==> src/rtl/multiplier_pkg.sv <==
// Shared types and constants for the block-decomposed multiplier.
// Retire bundle travels alongside each partial product through the multiplier.
package multiplier_pkg;

    localparam int NUM_BLOCKS  = 4;
    localparam int NUM_MULS    = NUM_BLOCKS * NUM_BLOCKS;
    localparam int MUL_LATENCY = 3;

    typedef enum logic [1:0] {
        ST_IDLE    = 2'd0,
        ST_COMPUTE = 2'd1,
        ST_FINISH  = 2'd2
    } state_t;

    typedef logic [$clog2(NUM_MULS+1)-1:0]     counter_t;
    typedef logic [$clog2(NUM_BLOCKS)-1:0]     sel_t;
    typedef logic [$clog2(2*NUM_BLOCKS-1)-1:0] shift_t;

    typedef struct packed {
        logic   valid;
        shift_t shift;
        logic   last;
    } retire_t;

    function automatic shift_t block_shift(sel_t a, sel_t b);
        return shift_t'(a) + shift_t'(b);
    endfunction

endpackage

==> src/rtl/mul_schedule_ctrl_if.sv <==
// Handshake and datapath-control bundle of the multiplier scheduler.
// Master drives start/abort, slave (the controller) drives everything else.
interface mul_schedule_ctrl_if #(
    parameter int NUM_BLOCKS = multiplier_pkg::NUM_BLOCKS
);
    localparam int NUM_MULS = NUM_BLOCKS * NUM_BLOCKS;
    localparam int SEL_W    = $clog2(NUM_BLOCKS);
    localparam int SHIFT_W  = $clog2(2*NUM_BLOCKS-1);
    localparam int CNT_W    = $clog2(NUM_MULS+1);

    logic               start_i;
    logic               abort_i;
    logic               busy_o;
    logic               done_o;
    logic               issue_valid_o;
    logic [SEL_W-1:0]   a_sel_o;
    logic [SEL_W-1:0]   b_sel_o;
    logic               acc_clear_o;
    logic               retire_valid_o;
    logic [SHIFT_W-1:0] retire_shift_o;
    logic               retire_last_o;
    logic [CNT_W-1:0]   prod_cnt_o;

    modport master (
        output start_i, abort_i,
        input  busy_o, done_o, issue_valid_o, a_sel_o, b_sel_o,
        input  acc_clear_o, retire_valid_o, retire_shift_o,
        input  retire_last_o, prod_cnt_o
    );

    modport slave (
        input  start_i, abort_i,
        output busy_o, done_o, issue_valid_o, a_sel_o, b_sel_o,
        output acc_clear_o, retire_valid_o, retire_shift_o,
        output retire_last_o, prod_cnt_o
    );

endinterface

==> src/rtl/mul_retire_delay.sv <==
// Delay line matching the block multiplier latency for retire tags.
// A flush empties every stage in one edge (abort and reset).
module mul_retire_delay
    import multiplier_pkg::*;
#(
    parameter int DEPTH = MUL_LATENCY
) (
    input  logic    i_clk,
    input  logic    i_flush,
    input  retire_t i_d,
    output retire_t o_q
);

    retire_t r_pipe [DEPTH];

    always_ff @(posedge i_clk) begin
        if (i_flush) begin
            for (int s = 0; s < DEPTH; s++) begin
                r_pipe[s] <= '0;
            end
        end else begin
            r_pipe[0] <= i_d;
            for (int s = 1; s < DEPTH; s++) begin
                r_pipe[s] <= r_pipe[s-1];
            end
        end
    end

    assign o_q = r_pipe[DEPTH-1];

endmodule

==> src/rtl/mul_schedule_ctrl.sv <==
// Walks all (i,j) operand block pairs, one partial product per cycle,
// and tells the accumulator when and where each product lands.
module mul_schedule_ctrl
    import multiplier_pkg::*;
#(
    parameter int NUM_BLOCKS  = multiplier_pkg::NUM_BLOCKS,
    parameter int MUL_LATENCY = multiplier_pkg::MUL_LATENCY
) (
    input  logic              clk_i,
    input  logic              rst_ni,
    mul_schedule_ctrl_if.slave ctrl
);

    localparam int N_MULS = NUM_BLOCKS * NUM_BLOCKS;
    localparam int K_W    = $clog2(N_MULS);
    localparam int SEL_W  = $clog2(NUM_BLOCKS);
    localparam int CNT_W  = $clog2(N_MULS+1);

    state_t           r_state;
    state_t           w_state_nxt;
    logic [K_W-1:0]   r_k;
    logic [CNT_W-1:0] r_cnt;
    logic             r_done;

    logic    w_accept;
    logic    w_issue;
    logic    w_k_last;
    logic    w_flush;
    logic    w_done_nxt;
    sel_t    w_a;
    sel_t    w_b;
    retire_t w_ret_in;
    retire_t w_ret_tail;

    assign w_accept = (r_state == ST_IDLE) & ctrl.start_i & ~ctrl.abort_i;
    assign w_issue  = (r_state == ST_COMPUTE);
    assign w_k_last = (r_k == K_W'(N_MULS-1));
    assign w_flush  = ~rst_ni | ctrl.abort_i;

    // i is the outer index, j the inner one
    assign w_a = w_issue ? r_k[K_W-1 -: SEL_W] : '0;
    assign w_b = w_issue ? r_k[SEL_W-1:0]      : '0;

    always_comb begin
        w_ret_in = '0;
        if (w_issue) begin
            w_ret_in.valid = 1'b1;
            w_ret_in.shift = block_shift(w_a, w_b);
            w_ret_in.last  = w_k_last;
        end
    end

    mul_retire_delay #(
        .DEPTH (MUL_LATENCY)
    ) u_delay (
        .i_clk   (clk_i),
        .i_flush (w_flush),
        .i_d     (w_ret_in),
        .o_q     (w_ret_tail)
    );

    always_comb begin
        w_state_nxt = r_state;
        unique case (r_state)
            ST_IDLE:    if (w_accept) w_state_nxt = ST_COMPUTE;
            ST_COMPUTE: if (w_k_last) w_state_nxt = ST_FINISH;
            ST_FINISH:  if (r_done)   w_state_nxt = ST_IDLE;
            default:    w_state_nxt = ST_IDLE;
        endcase
        if (ctrl.abort_i) begin
            w_state_nxt = ST_IDLE;
        end
    end

    always_comb begin
        w_done_nxt = 1'b0;
        if (r_state != ST_IDLE && !ctrl.abort_i) begin
            w_done_nxt = w_ret_tail.valid & w_ret_tail.last;
        end
    end

    always_ff @(posedge clk_i) begin
        if (!rst_ni) begin
            r_state <= ST_IDLE;
            r_k     <= '0;
            r_cnt   <= '0;
            r_done  <= 1'b0;
        end else begin
            r_state <= w_state_nxt;
            r_done  <= w_done_nxt;
            if (w_accept) begin
                r_k <= '0;
            end else if (w_issue && !w_k_last) begin
                r_k <= r_k + 1'b1;
            end
            // an abort freezes the count at what had retired so far
            if (w_accept) begin
                r_cnt <= '0;
            end else if (w_ret_tail.valid && !ctrl.abort_i) begin
                r_cnt <= r_cnt + 1'b1;
            end
        end
    end

    assign ctrl.busy_o         = (r_state != ST_IDLE);
    assign ctrl.done_o         = r_done;
    assign ctrl.issue_valid_o  = w_issue;
    assign ctrl.a_sel_o        = w_a;
    assign ctrl.b_sel_o        = w_b;
    assign ctrl.acc_clear_o    = w_issue & (r_k == '0);
    assign ctrl.retire_valid_o = w_ret_tail.valid;
    assign ctrl.retire_shift_o = w_ret_tail.shift;
    assign ctrl.retire_last_o  = w_ret_tail.last;
    assign ctrl.prod_cnt_o     = r_cnt;

endmodule

==> src/flat_wrapper.sv <==
// flat-port wrapper written by rule: the top's interface ports become plain ports
module mul_schedule_ctrl_flat import multiplier_pkg::*;
#(
    parameter int NUM_BLOCKS  = multiplier_pkg::NUM_BLOCKS,
    parameter int MUL_LATENCY = multiplier_pkg::MUL_LATENCY
)
  (clk_i, rst_ni, ctrl_start_i, ctrl_abort_i, ctrl_busy_o, ctrl_done_o, ctrl_issue_valid_o, ctrl_a_sel_o, ctrl_b_sel_o, ctrl_acc_clear_o, ctrl_retire_valid_o, ctrl_retire_shift_o, ctrl_retire_last_o, ctrl_prod_cnt_o);
  mul_schedule_ctrl_if #(.NUM_BLOCKS(NUM_BLOCKS)) ctrl_i ();
  input  logic clk_i;
  input  logic rst_ni;
  input wire logic [$bits(ctrl_i.start_i)-1:0] ctrl_start_i;
  input wire logic [$bits(ctrl_i.abort_i)-1:0] ctrl_abort_i;
  output wire logic [$bits(ctrl_i.busy_o)-1:0] ctrl_busy_o;
  output wire logic [$bits(ctrl_i.done_o)-1:0] ctrl_done_o;
  output wire logic [$bits(ctrl_i.issue_valid_o)-1:0] ctrl_issue_valid_o;
  output wire logic [$bits(ctrl_i.a_sel_o)-1:0] ctrl_a_sel_o;
  output wire logic [$bits(ctrl_i.b_sel_o)-1:0] ctrl_b_sel_o;
  output wire logic [$bits(ctrl_i.acc_clear_o)-1:0] ctrl_acc_clear_o;
  output wire logic [$bits(ctrl_i.retire_valid_o)-1:0] ctrl_retire_valid_o;
  output wire logic [$bits(ctrl_i.retire_shift_o)-1:0] ctrl_retire_shift_o;
  output wire logic [$bits(ctrl_i.retire_last_o)-1:0] ctrl_retire_last_o;
  output wire logic [$bits(ctrl_i.prod_cnt_o)-1:0] ctrl_prod_cnt_o;
  assign ctrl_i.start_i = ctrl_start_i;
  assign ctrl_i.abort_i = ctrl_abort_i;
  assign ctrl_busy_o = ctrl_i.busy_o;
  assign ctrl_done_o = ctrl_i.done_o;
  assign ctrl_issue_valid_o = ctrl_i.issue_valid_o;
  assign ctrl_a_sel_o = ctrl_i.a_sel_o;
  assign ctrl_b_sel_o = ctrl_i.b_sel_o;
  assign ctrl_acc_clear_o = ctrl_i.acc_clear_o;
  assign ctrl_retire_valid_o = ctrl_i.retire_valid_o;
  assign ctrl_retire_shift_o = ctrl_i.retire_shift_o;
  assign ctrl_retire_last_o = ctrl_i.retire_last_o;
  assign ctrl_prod_cnt_o = ctrl_i.prod_cnt_o;
  mul_schedule_ctrl #(.NUM_BLOCKS(NUM_BLOCKS), .MUL_LATENCY(MUL_LATENCY)) u_core (.clk_i(clk_i), .rst_ni(rst_ni), .ctrl(ctrl_i));
endmodule
==> config.mk <==
export PLATFORM = sky130hd
export DESIGN_NAME = mul_schedule_ctrl_flat
export DESIGN_NICKNAME = d
export VERILOG_FILES = /design/src/rtl/multiplier_pkg.sv /design/src/rtl/mul_schedule_ctrl_if.sv /design/src/rtl/mul_retire_delay.sv /design/src/rtl/mul_schedule_ctrl.sv /design/src/flat_wrapper.sv
export SDC_FILE = /design/constraint.sdc
export NUM_CORES = 1
export LEC_CHECK = 0
export CORE_MARGIN = 3
export CORE_UTILIZATION = 40
export DETAILED_ROUTE_END_ITERATION = 10
export GPL_ROUTABILITY_DRIVEN = 0
export GPL_TIMING_DRIVEN = 0
export PLACE_DENSITY = 0.78
export RECOVER_POWER = 50
export SYNTH_ARGS = -nofsm -noshare
export SYNTH_HDL_FRONTEND = slang
export SYNTH_SLANG_ARGS = --single-unit
==> constraint.sdc <==
create_clock -name clk_i -period 1.6 [get_ports clk_i]
set_input_delay 0.24 -clock clk_i [delete_from_list [all_inputs] [get_ports clk_i]]
set_output_delay 0.24 -clock clk_i [all_outputs]
set_load 0.01 [all_outputs]
==> metrics.txt <==
status=finished, final reports clean; Cells after Synth=between 100 and 150; Slew HR=0.802; WHS=roughly 0.44 ns; syn_nets=118; commonest non-fill, non-tap cell in the layout=dfxtp_1; commonest cells after routing, fill and taps aside=dfxtp_1, clkdlybuf4s50_1, nor2_1; Layout area overhead=28.6%; DRC Markers=0; largest net degree at the start of global routing=17; Reg clk slew, reported paths=approximately 0.15 ns; CTS tree=yes; DP Worst Slack=-0.0992 ns; First-pass DRT Iterations=4; RSZ-0062 raised after global routing=true; Starting Density=0.427; first-pass GRT wire length=between 3000 and 4000 um; Die W=a little under 60 um; Final WS setup=between 0.04 and 0.05 ns; crit-path max FO=9; gr usage total=0.123; final hold viol count=0; pwr/cell area=742 nW/um^2; f_max=roughly 0.64 GHz; Post-CTS Hold Buffers=0; mapped cell area=1070 um^2; post-route insts no fill=around 170; vias per inst=roughly 4.8; XOR/XNOR Fraction of Synth Area=0.0164; flops & latches, synth=27; Clock Tree Root=clkbuf_4; IO Port Bufs=21; Final min period=1.55 ns; compound-gate portion of the synthesized area=0.0774; layout cells sized above 1=0.243; vias in the first global route=slightly below 800; CP max stage cell=or4b_1; Final setup viols=0; Die Area=3320 um^2; sequential-to-total area share from yosys stat=0.506; Synth Area in Simple Gates=0.258; First DRT Iteration DRCs=4; gr ovfl total=0; largest family of logic cells by synthesized area=simple AND/OR/NAND/NOR gates; MaxCap Viol Count=0; most frequent CP cell=clkbuf_4; Wirelength per Cell=about 11 um; Post-Syn Area per Cell=roughly 9.8 um^2; Final ANT Viol Nets=0; clock buffer depth=2; YS warnings=0; Core Rows=18; Setup CP Type=reg -> reg; dpl hpwl=about 1400 um; initial antenna violation count=0; DRT Wirelength=around 1900 um; Slew @ Worst Pin=just under 0.3 ns; Hold Crit Class=reg -> reg; critical path, cell by cell=clkbuf_4 > clkbuf_4 > or4b_1 > nand2_4 > a311oi_1; Sink Count=27; total power=1.02 mW; clock latency on the worst-skew pair=between 0.3 and 0.4 ns; Nets=~150; placed insts=160; CTS H-tree lvls=1; Tcrit/Tclk final=0.971; Distinct cells, synth=33; total leakage power=about 0.55 nW; DIE HEIGHT=a little under 60 um; Req. time, crit path=1.80 ns; adder-cell share of the synthesized area=0.0657; vias=790; IO Pins=22; Worst Setup End Kind=flip-flop; # fillers=roughly 230; clk_skew=roughly 0.0046 ns; multiplexer share of the synthesized area=0.00938; core area=between 2000 and 2500 um^2; crit start category=flip-flop; Max VDD drop=about 0.00053 V; ant diodes=0; final max-slew violation count=0; crit-path max cell delay=roughly 0.60 ns; Critical Path AT=about 1.8 ns; number of CTS-inserted buffers=3
## cell families (layout without fill, tap and decap cells)
group / Yosys count / in the layout
AOI/OAI and AO/OA: 14 / 14
muxes: 1 / 1
xor gates and xnor gates: 2 / 2
and+or+nand+nor: 47 / 47
adders and majority gates: 5 / 5
buffers and inverters: 13 / 40
DFF: 27 / 27
## report_power, final
group / switching [mW] / internal, mW / total [mW]
logic: 0.0279 / 0.0203 / 0.0482
registers: 0.00235 / 0.675 / 0.677
clock network: 0.197 / 0.0954 / 0.293
total: 0.227 / 0.791 / 1.02
## per-stage QoR
step | setup TNS, ns | util | instance area [um^2]
6_report | 0 | 0.549 | 1370
3_3_place_gp | -0.409 | 0.538 | 1350
4_1_cts | -0.00222 | 0.558 | 1400
5_1_grt | -0.0184 | 0.549 | 1370
3_5_place_dp | -0.488 | 0.538 | 1350
2_1_floorplan | -0.0616 | - | 1100
## critical path: cells and delay by family (launching register included)
kind	cells	cell delay [ns]
buffers and inverters	2	0.27
DFF	1	0.34
AOI/OAI and AO/OA	1	0.07
and+or+nand+nor	2	0.76
## metal layers
metal	track usage	up-vias	wire length (um)
li1	-	412	-
met1	0.143	359	867
met2	0.221	17	924
met3	0.0267	2	81
met4	0.0397	0	14
met5	0	-	0
## area by class of cell
class / count / area [um^2] / share of cell area
flip-flops and latches: 27 / 544 / 0.397
clock inverters: 1 / 7.51 / 0.00547
clock buffers: 3 / 22.5 / 0.0164
repair buffers: 25 / 213 / 0.155
inverters: 7 / 28.8 / 0.0210
multi-input cells: 69 / 493 / 0.359
plain buffers: 4 / 26.3 / 0.0191
well taps: 30 / 37.5 / 0.0273
## sequential cells by signal (all words and copies together), names as in the netlist
register and count:
u_core.ctrl.done_o 1, u_core.u_delay.r_pipe 15, u_core.ctrl.prod_cnt_o 5, u_core.r_k 4
u_core.r_state 2
## worst paths after layout
path | slack, ns | depth (start not counted) | from | endpoint
worst min register to register | 0.44 | 1 | u_core.u_delay.r_pipe[0][8] | u_core.u_delay.r_pipe[0][13]
worst max-delay path | 0.05 | 5 | u_core.r_state[1] | u_core.r_k[2]
worst max register to register | 0.05 | 5 | u_core.r_state[1] | u_core.r_k[2]
worst min-delay path | 0.44 | 1 | u_core.u_delay.r_pipe[0][8] | u_core.u_delay.r_pipe[0][13]
## cell usage after synthesis, drive strengths merged
| library cell | n | area, um^2 |
|---|---|---|
| nor2 | 10 | 37.5 |
| a311oi | 1 | 8.76 |
| nor4b | 1 | 8.76 |
| buf | 5 | 41.3 |
| and2 | 11 | 68.8 |
| nand3 | 4 | 20.0 |
| mux2i | 1 | 10.0 |
| fa | 1 | 20.0 |
| or3 | 3 | 23.8 |
| nand2 | 7 | 33.8 |
| nand2b | 2 | 12.5 |
| nand3b | 2 | 15.0 |
| a21oi | 7 | 38.8 |
| or4b | 1 | 13.8 |
| o21ai | 4 | 20.0 |
| xnor2 | 1 | 8.76 |
| or2 | 1 | 6.26 |
| dfxtp | 27 | 541 |
| nor2b | 2 | 12.5 |
| and4 | 1 | 8.76 |
| a22oi | 1 | 7.51 |
| o31ai | 1 | 7.51 |
| clkbuf | 1 | 3.75 |
| and3 | 2 | 13.8 |
| ha | 4 | 50.1 |
| inv | 7 | 26.3 |
| xor2 | 1 | 8.76 |
## what timing repair did
item                                    in CTS  in global routing
pin swaps                                    0                  1
endpoints found under the setup margin       9                  6
buffers inserted                             4                  0
resized for setup                           22                  8
(Power assumes the default switching activity.)
